## src/rtl/input_arbiter.sv

```systemverilog
// Direction-event arbiter: picks one of three controller decoders (fixed or
// auto-locking), cleans contradictory directions and queues moves for game logic.
module input_arbiter #(
    parameter int FIFO_DEPTH  = 4,
    parameter int LOCK_CYCLES = 1000000
) (
    input  logic       Clock,
    input  logic       Reset,
    input  logic [1:0] Choice,
    input  logic       NReadable,
    input  logic       IReadable,
    input  logic       PReadable,
    input  logic [3:0] NDir,
    input  logic [3:0] IDir,
    input  logic [3:0] PDir,
    output logic       MoveValid,
    output logic [3:0] MoveDir,
    input  logic       MoveReady,
    output logic [1:0] ActiveSrc,
    output logic       Overflow
);

    localparam int PTR_W  = $clog2(FIFO_DEPTH);
    localparam int CNT_W  = $clog2(FIFO_DEPTH) + 1;
    localparam int LOCK_W = $clog2(LOCK_CYCLES);
    localparam logic [LOCK_W-1:0] LOCK_RELOAD = LOCK_W'(LOCK_CYCLES - 1);
    localparam logic [1:0] SRC_SNES  = 2'b00;
    localparam logic [1:0] SRC_IR    = 2'b01;
    localparam logic [1:0] SRC_PS2   = 2'b10;
    localparam logic [1:0] SRC_NONE  = 2'b11;
    localparam logic [1:0] MODE_AUTO = 2'b11;

    typedef enum logic {
        S_IDLE   = 1'b0,
        S_LOCKED = 1'b1
    } state_t;

    // Opposing directions cancel each other; the other axis survives.
    function automatic logic [3:0] clean_dir(input logic [3:0] dir);
        logic [3:0] res;
        res = dir;
        if (dir[3] && dir[2]) res[3:2] = 2'b00;
        if (dir[1] && dir[0]) res[1:0] = 2'b00;
        return res;
    endfunction

    // Stage p0: strobe qualification and conflict cleanup
    logic [3:0] n_dir_p0, i_dir_p0, p_dir_p0;
    logic       n_vld_p0, i_vld_p0, p_vld_p0;

    assign n_dir_p0 = clean_dir(NDir);
    assign i_dir_p0 = clean_dir(IDir);
    assign p_dir_p0 = clean_dir(PDir);
    assign n_vld_p0 = NReadable && (n_dir_p0 != 4'b0000);
    assign i_vld_p0 = IReadable && (i_dir_p0 != 4'b0000);
    assign p_vld_p0 = PReadable && (p_dir_p0 != 4'b0000);

    // The first cycle after reset only arms the compare, so the reset value never flushes.
    logic [1:0] prev_choice;
    logic       armed;
    logic       choice_chg;

    always_ff @(posedge Clock or posedge Reset) begin
        if (Reset) begin
            prev_choice <= 2'b11;
            armed       <= 1'b0;
        end else begin
            prev_choice <= Choice;
            armed       <= 1'b1;
        end
    end

    assign choice_chg = armed && (Choice != prev_choice);

    state_t            state_q, state_d;
    logic [1:0]        owner_q, owner_d;
    logic [LOCK_W-1:0] lock_q, lock_d;

    logic       owner_vld;
    logic [3:0] owner_dir;

    always_comb begin
        owner_vld = 1'b0;
        owner_dir = 4'b0000;
        case (owner_q)
            SRC_SNES: begin owner_vld = n_vld_p0; owner_dir = n_dir_p0; end
            SRC_IR:   begin owner_vld = i_vld_p0; owner_dir = i_dir_p0; end
            SRC_PS2:  begin owner_vld = p_vld_p0; owner_dir = p_dir_p0; end
            default:  begin owner_vld = 1'b0;     owner_dir = 4'b0000;  end
        endcase
    end

    // Arbitration: a single accepted event per cycle, none in a change-detect cycle.
    logic       acc_vld;
    logic [1:0] acc_src;
    logic [3:0] acc_dir;

    always_comb begin
        acc_vld = 1'b0;
        acc_src = SRC_NONE;
        acc_dir = 4'b0000;
        if (!choice_chg) begin
            case (Choice)
                SRC_SNES: if (n_vld_p0) begin acc_vld = 1'b1; acc_src = SRC_SNES; acc_dir = n_dir_p0; end
                SRC_IR:   if (i_vld_p0) begin acc_vld = 1'b1; acc_src = SRC_IR;   acc_dir = i_dir_p0; end
                SRC_PS2:  if (p_vld_p0) begin acc_vld = 1'b1; acc_src = SRC_PS2;  acc_dir = p_dir_p0; end
                default: begin
                    if (state_q == S_LOCKED) begin
                        if (owner_vld) begin
                            acc_vld = 1'b1;
                            acc_src = owner_q;
                            acc_dir = owner_dir;
                        end
                    end else if (n_vld_p0) begin
                        acc_vld = 1'b1; acc_src = SRC_SNES; acc_dir = n_dir_p0;
                    end else if (i_vld_p0) begin
                        acc_vld = 1'b1; acc_src = SRC_IR;   acc_dir = i_dir_p0;
                    end else if (p_vld_p0) begin
                        acc_vld = 1'b1; acc_src = SRC_PS2;  acc_dir = p_dir_p0;
                    end
                end
            endcase
        end
    end

    always_ff @(posedge Clock or posedge Reset) begin
        if (Reset) begin
            state_q <= S_IDLE;
            owner_q <= SRC_NONE;
            lock_q  <= '0;
        end else begin
            state_q <= state_d;
            owner_q <= owner_d;
            lock_q  <= lock_d;
        end
    end

    // Ownership only exists in auto mode; manual modes park the FSM in IDLE.
    always_comb begin
        state_d = state_q;
        owner_d = owner_q;
        lock_d  = lock_q;
        if (choice_chg || (Choice != MODE_AUTO)) begin
            state_d = S_IDLE;
            owner_d = SRC_NONE;
            lock_d  = '0;
        end else if (state_q == S_IDLE) begin
            if (acc_vld) begin
                state_d = S_LOCKED;
                owner_d = acc_src;
                lock_d  = LOCK_RELOAD;
            end
        end else begin
            if (acc_vld) begin
                lock_d = LOCK_RELOAD;
            end else if (lock_q == '0) begin
                state_d = S_IDLE;
                owner_d = SRC_NONE;
            end else begin
                lock_d = lock_q - LOCK_W'(1);
            end
        end
    end

    always_comb begin
        ActiveSrc = SRC_NONE;
        if (Reset) begin
            ActiveSrc = SRC_NONE;
        end else if (Choice != MODE_AUTO) begin
            ActiveSrc = Choice;
        end else if (state_q == S_LOCKED) begin
            ActiveSrc = owner_q;
        end
    end

    // Stage p1: move FIFO
    logic [3:0]       mem_p1 [FIFO_DEPTH];
    logic [PTR_W-1:0] head_p1, tail_p1;
    logic [CNT_W-1:0] count_p1;
    logic             ovf_p1;
    logic             empty, full, deq, enq, drop;

    assign empty = (count_p1 == '0);
    assign full  = (count_p1 == CNT_W'(FIFO_DEPTH));
    assign deq   = !empty && MoveReady;
    assign enq   = acc_vld && (!full || deq);
    assign drop  = acc_vld && full && !deq;

    always_ff @(posedge Clock or posedge Reset) begin
        if (Reset) begin
            head_p1  <= '0;
            tail_p1  <= '0;
            count_p1 <= '0;
            ovf_p1   <= 1'b0;
        end else begin
            if (choice_chg) begin
                head_p1  <= '0;
                tail_p1  <= '0;
                count_p1 <= '0;
            end else begin
                if (enq) tail_p1 <= tail_p1 + PTR_W'(1);
                if (deq) head_p1 <= head_p1 + PTR_W'(1);
                if (enq && !deq) begin
                    count_p1 <= count_p1 + CNT_W'(1);
                end else if (!enq && deq) begin
                    count_p1 <= count_p1 - CNT_W'(1);
                end
            end
            if (drop) ovf_p1 <= 1'b1;
        end
    end

    always_ff @(posedge Clock) begin
        if (enq) mem_p1[tail_p1] <= acc_dir;
    end

    assign MoveValid = !empty;
    assign MoveDir   = empty ? 4'b0000 : mem_p1[head_p1];
    assign Overflow  = ovf_p1;

endmodule

```

## config.mk

```make
export PLATFORM = sky130hd
export DESIGN_NAME = input_arbiter
export DESIGN_NICKNAME = d
export VERILOG_FILES = /design/src/rtl/input_arbiter.sv
export SDC_FILE = /design/constraint.sdc
export NUM_CORES = 1
export LEC_CHECK = 0
export CAP_MARGIN = 40
export CORE_UTILIZATION = 54
export CTS_CLUSTER_DIAMETER = 150
export DETAILED_ROUTE_END_ITERATION = 8
export GPL_TIMING_DRIVEN = 0
export PLACE_DENSITY_LB_ADDON = 0.1
export SLEW_MARGIN = 20
export SYNTH_ARGS = -nofsm -noshare
export SYNTH_HDL_FRONTEND = slang
export SYNTH_SLANG_ARGS = --single-unit
```

## constraint.sdc

```tcl
create_clock -name Clock -period 5.6 [get_ports Clock]
set_input_delay 0.84 -clock Clock [delete_from_list [all_inputs] [get_ports Clock]]
set_output_delay 0.84 -clock Clock [all_outputs]
set_load 0.01 [all_outputs]
```

# Word level (Yosys, flattened, before mapping)

Memory sizes are Yosys's and may differ from the RTL's.
Index checks and enable logic that the tools add are counted.

Equal/unequal tests: 9
Reduce and logical (&&, ||, !) cells: 36
Add/sub/neg operators: 5
Mux-type cells: 61

Operators by type and width:

| operator              | count |
|---|---|
| $mux 20               | 5 |
| $mux 2                | 23 |
| $mux 4                | 9 |
| $pmux 4 s3            | 2 |
| $logic_not 20->1      | 1 |
| $sub 20x1->20 const B | 1 |
| $logic_and 1x1->1     | 16 |
| $mux 1                | 16 |
| $reduce_bool 4->1     | 3 |
| $mux 3                | 3 |
| $reduce_bool 3->1     | 3 |
| $pmux 1 s3            | 2 |
| $pmux 2 s3            | 1 |
| $add 2x1->2 const B   | 2 |
| $eq 2x1->1 const B    | 2 |
| $eq 2x2->1 const B    | 2 |
| $logic_not 1->1       | 4 |
| $logic_not 2->1       | 2 |
| $reduce_bool 2->1     | 2 |
| $add 3x1->3 const B   | 1 |
| $eq 3x3->1 const B    | 1 |
| $logic_not 3->1       | 1 |
| $ne 3x2->1 const B    | 1 |
| $ne 3x3->1 const B    | 1 |
| 6 further kinds       | 7 |

Flip-flop bits (word level): 34
Memories kept: 1
Bits of input ports: 20
RAM bits: 16
Output and inout bits: 8

Memories:

| memory | depth | bits a word | read ports | clocked after memory_dff | wr ports | line | text |
|---|---|---|---|---|---|---|---|
| mem_p1 | 4     | 4           | 1          | 0                        | 1        | 177  | `logic [3:0] mem_p1 [FIFO_DEPTH];` |

# Logic depth before layout (Yosys ltp)

Gate-level depths: netlist (run 1).

Depth after elaboration: 16
Gate-level depth with buffers: 14

# Worst setup path before layout (run 1)

Ideal clock, no wire load.

Path kind: input to register
Start point: input PDir[0]
End point: register count_p1[1]
Required time: 5.504 ns
Slack: 2.010 ns
Stages on the path: 13
Data arrival time: 3.494 ns
Cells stage by stage: inv_1 -> ha_1 -> a21boi_1 -> nor3b_1 -> or4_1 -> clkbuf_1 -> or2_0 -> clkbuf_1 -> nor2_1 -> fa_1 -> nor2_1 -> mux2i_1 -> o31ai_1

Cells in the longest elaborated chain, start to end: 14
Elaborated cells between the ends (all ways): 19
Classes of those cells: mux: 11; reduce/logical: 8

Ends and longest elaborated chain:

| item                                                        | line     | text |
|---|---|---|
| start, declared                                             | 15       | `input logic [3:0] PDir,` |
| $logic_and 1x1->1                                           | 43       | `if (dir[1] && dir[0]) res[1:0] = 2'b00;` |
| $mux 2 *                                                    | 43       |  |
| $reduce_bool 4->1 *                                         | 56       | `assign p_vld_p0 = PReadable && (p_dir_p0 != 4'b0000);` |
| $logic_and 1x1->1 *                                         | 56       |  |
| $mux 1                                                      | 106, 118 |  |
| $mux 1                                                      | 116      | `end else if (i_vld_p0) begin` |
| $mux 1                                                      | 114      | `end else if (n_vld_p0) begin` |
| $mux 1                                                      | 108      | `if (state_q == S_LOCKED) begin` |
| $pmux 1 s3 *                                                | 103      | `case (Choice)` |
| $mux 1 *                                                    | 102      | `if (!choice_chg) begin` |
| $logic_and 1x1->1 *                                         | 186      | `assign enq = acc_vld && (!full \|\| deq);` |
| $logic_and 1x1->1 / $logic_not 1->1 (equally long branches) | 203, 205 |  |
| $mux 3 / $logic_and 1x1->1 (equally long branches)          | 203, 205 |  |
| $mux 3 / $reduce_bool 3->1 (equally long branches)          | n/a      |  |
| end signal, assigned                                        | 204      | `count_p1 <= count_p1 + CNT_W'(1);` |
| end signal, assigned                                        | 206      | `count_p1 <= count_p1 - CNT_W'(1);` |
| end, declared                                               | 179      | `logic [CNT_W-1:0] count_p1;` |

Mark *: on every way between the ends. The rest lies on a longest branch, timed or not.
A chain may end at the register's enable or synchronous reset.

# Final worst setup path (run 1)

Start point: input IDir[0]
End point: register count_p1[1]

Cells in the longest elaborated chain, start to end: 13
Elaborated cells between the ends (all ways): 19
Classes of those cells: mux: 11; reduce/logical: 8

Ends and longest elaborated chain:

| item                                                        | line     | text |
|---|---|---|
| start, declared                                             | 14       | `input logic [3:0] IDir,` |
| $logic_and 1x1->1                                           | 43       |  |
| $mux 2 *                                                    | 43       |  |
| $reduce_bool 4->1 *                                         | 55       | `assign i_vld_p0 = IReadable && (i_dir_p0 != 4'b0000);` |
| $logic_and 1x1->1 *                                         | 55       |  |
| $pmux 1 s3 / $mux 1 (equally long branches)                 | 85, 116  |  |
| $mux 1, on equally long branches                            | 109, 114 |  |
| $mux 1                                                      | 108      |  |
| $pmux 1 s3 *                                                | 103      |  |
| $mux 1 *                                                    | 102      |  |
| $logic_and 1x1->1 *                                         | 186      |  |
| $logic_and 1x1->1 / $logic_not 1->1 (equally long branches) | 203, 205 |  |
| $mux 3 / $logic_and 1x1->1 (equally long branches)          | 203, 205 |  |
| $mux 3 / $reduce_bool 3->1 (equally long branches)          | n/a      |  |

Marks and branches as above.

==> results of run 1 <==
-- critical path: stages --
cell and delay (ns):
clkdlybuf4s50_1 0.48, inv_1 0.05, ha_1 0.30, a21boi_1 0.68, nor3b_1 0.09, or4_1 0.41, clkbuf_1 0.21, or2_0 0.26
clkbuf_1 0.19, nor2_1 0.18, fa_1 0.45, nor2_1 0.12, mux2i_1 0.08, o31ai_1 0.21
-- state kept, by name, indices dropped and copies added, names as in the netlist --
signal       flops
Overflow         1
armed            1
count_p1         3
head_p1          2
lock_q          20
mem_p1          16
owner_q          2
prev_choice      2
state_q          1
tail_p1          2
-- cell usage in the layout (no fill, tap or decap), types with 6 or more instances in the layout --
cell type	instances
dfrtp_1	30
nor2_1	30
nand2_1	27
clkdlybuf4s50_1	27
inv_1	25
o21ai_0	21
a21oi_1	18
ha_1	17
nor3_1	16
edfxtp_1	16
clkbuf_1	12
nand3_1	10
or3_1	8
nor4_1	8
mux2i_1	8
xnor2_1	7
a21o_1	7
buf_2	6
clkbuf_8	6
-- path summary, 6_finish.rpt --
| path | start | end | slack, ns |
|---|---|---|---|
| setup / recovery | IDir[0] | count_p1[1]$_DFFE_PP0P_ | 1.27 |
| max in group asynchronous | Reset | prev_choice[1]$_DFF_PP1_ | 4.37 |
| hold / removal | Overflow$_DFFE_PP0P_ | Overflow$_DFFE_PP0P_ | 0.48 |
| hold reg to reg | Overflow$_DFFE_PP0P_ | Overflow$_DFFE_PP0P_ | 0.48 |
| min in group asynchronous | Reset | head_p1[0]$_DFFE_PP0P_ | 0.74 |
| setup reg to reg | owner_q[0]$_DFFE_PP1P_ | count_p1[2]$_DFFE_PP0P_ | 2.11 |
-- logic make-up (layout without fill, tap and decap cells) --
logic type                 Yosys count  in the layout
AOI/OAI and AO/OA                   92             92
other                                1              1
and+or+nand+nor                    130            130
adders and majority gates           18             18
buffers and inverters               46             82
DFF                                 50             50
xor gates and xnor gates            11             11
muxes                               12             12
-- power by group through the flow --
stage / combinational [mW] / sequential (mW) / clock (mW)
floorplan: 0.302 / 0.463 / 0
global placement: 0.422 / 0.469 / 0
detailed placement: 0.433 / 0.471 / 0
CTS: 0.436 / 0.464 / 0.250
global route: 0.486 / 0.470 / 0.265
finish: 0.434 / 0.463 / 0.246
-- through the flow --
step | hold WS (ns) | total power, mW | instances | util | worst slack, ns
2_1_floorplan | 0.4527 | 0.7642 | 360 | - | 2.010
3_3_place_gp | 0.4606 | 0.8914 | 462 | 0.6240 | 1.097
3_5_place_dp | 0.4695 | 0.9039 | 463 | 0.6273 | 1.011
4_1_cts | 0.4897 | 1.150 | 471 | 0.6460 | 1.321
5_1_grt | 0.5102 | 1.220 | 471 | 0.6460 | 1.006
6_report | 0.4848 | 1.143 | 471 | 0.6460 | 1.275
-- layout make-up --
cell class | instances | area, sq um | share of cell area
buffer | 20 | 93.84 | 0.02439
sequential | 50 | 1336 | 0.3473
clock buffer | 8 | 111.4 | 0.02894
multi-input combinational | 264 | 1824 | 0.4741
inverter | 26 | 97.59 | 0.02537
tap | 75 | 93.84 | 0.02439
timing repair buffer | 28 | 290.3 | 0.07545
-- per-layer routing --
metal	wire length, um	vias to the layer above
met3	320	6
met4	77	0
li1	-	1381
met2	3304	65
met5	0	-
met1	3422	1300
==> metrics.txt, run 1 <==
status completed; crit path capture type flip-flop; Switch Pwr 0.3829 mW; Hold Buf Count CTS 0; Final setup viols 0; Iter 0 DRT Violations 183; synth unique cells 64; post-DP HPWL 5106 um; Root Buffer clkbuf_8; Antenna Diode Count 0; clock-pin slew on the worst setup and hold paths 0.09 ns; I/O Pins 28; top cells by count, synth dfrtp_1 (30), nor2_1 (30), nand2_1 (27); Die ar. 6526 sq um; LEAKAGE 1.601 nW; GR peak layer met2; Skew-Pair Late Insertion Delay 0.30 ns; largest net degree at the start of global routing 31; Primary FF master, synth dfrtp_1; Remaining DRCs 0; Max-slew headroom 0.4385; Num CTS Buffers 5; fraction of registers with async set/reset 0.6800; Core Area 5956 sq um; crit path kind primary input to flip-flop; GR Util met2 0.3678; clk sinks 50; vias in the first global route 2498; Syn Nets 398; Comb pwr share 0.380; die width 80.79 um; vias between 2k and 3k; share of the synthesized area in the top cell type 0.2240; cells after synthesis 360; Worst Tran Pin Value around 0.84 ns; clock power share 0.215; fin. max-slew vios 0; mux cell area share after synthesis 0.05077; PwrDens 297.2 nW/um^2; Placer Congestion 0.8938; filler cell count 532; synth warn 0; Post-Synth XOR/XNOR Area 0.02874; vias per cell 5.843; Pint 0.7604 mW; Tot GR Track Use 0.2386; met1 usage 0.3470; Final period util 0.7724; number of antenna violations at the first check in global routing 0; CTS Buffer Depth 2; Worst Setup Start Kind primary input; post-synth top area cell dfrtp_1; Max Clock Freq 231.2 MHz; WP data arrival between 4 and 5 ns; Layout area overhead 14.78%; setup_tns 0 ns; final instance area 3847 sq um; post-synthesis compound-gate area fraction 0.1904; hold depth 1; global-route wire length before repair about 12000 um; Max-cap violations 0; RSZ-0062 raised after global routing false; Die Ht ~80 um; initial core utilization 0.5628; setup bufs post-CTS 0; Yosys reg bits 50; cts repair resizes 0; Syn Area/Cell slightly above 9 sq um; simple-gate portion of the synthesized area 0.2038; area post-placement 3736 sq um; crit path max fanout 10; final net count 433; I/O Buffers 27; Data required, critical path 5.81 ns; switching share of power 0.3349; top cells by area, synth dfrtp_1 (22%), edfxtp_1 (14%), ha_1 (6.3%); drt wl/cell 15.13 um; register share of total power 0.405; Post-Synth Adder-Cell Area 0.06943; register area share after synthesis 0.3987; minimum clock period 4.325 ns; fraction of layout cells with a size suffix above 1 0.09596; R2R depth 12; H-tree Lvls 2; combinational family with the most area after synthesis simple AND/OR/NAND/NOR gates; Hold WC Path Type flip-flop to flip-flop; Post-Route WL 7125 um; EDFF count, synth 16; total gr overflow 0; Mapped Area 3352 sq um; final hold vios 0; Rows 28; met3 Usage GRT 0.03820; maximum vdd ir drop between 0.2 and 0.25 mV; Clock Skew ~0.0094 ns; drt pass-1 iters 4; TritonCTS clock tree built; number of routed nets with antenna violations 0
No activity file was read; power rests on OpenSTA's default activity.
==> inputs of run 2 (changes only) <==
Clock period 5.6 ns to 4.5 ns, I/O delays scaled along.
==> results of run 2 <==
The final DEF is identical to that of run 1. Status: completed.
Main changes from that run: setup slack after placement 1.011 ns -> 0.07563 ns; setup slack after layout 1.275 ns -> 0.3398 ns; register-to-register setup slack 2.11 ns -> 1.01 ns; total power 1.143 mW -> 1.423 mW; worst IR drop on VDD 0.2186 mV -> 0.2721 mV
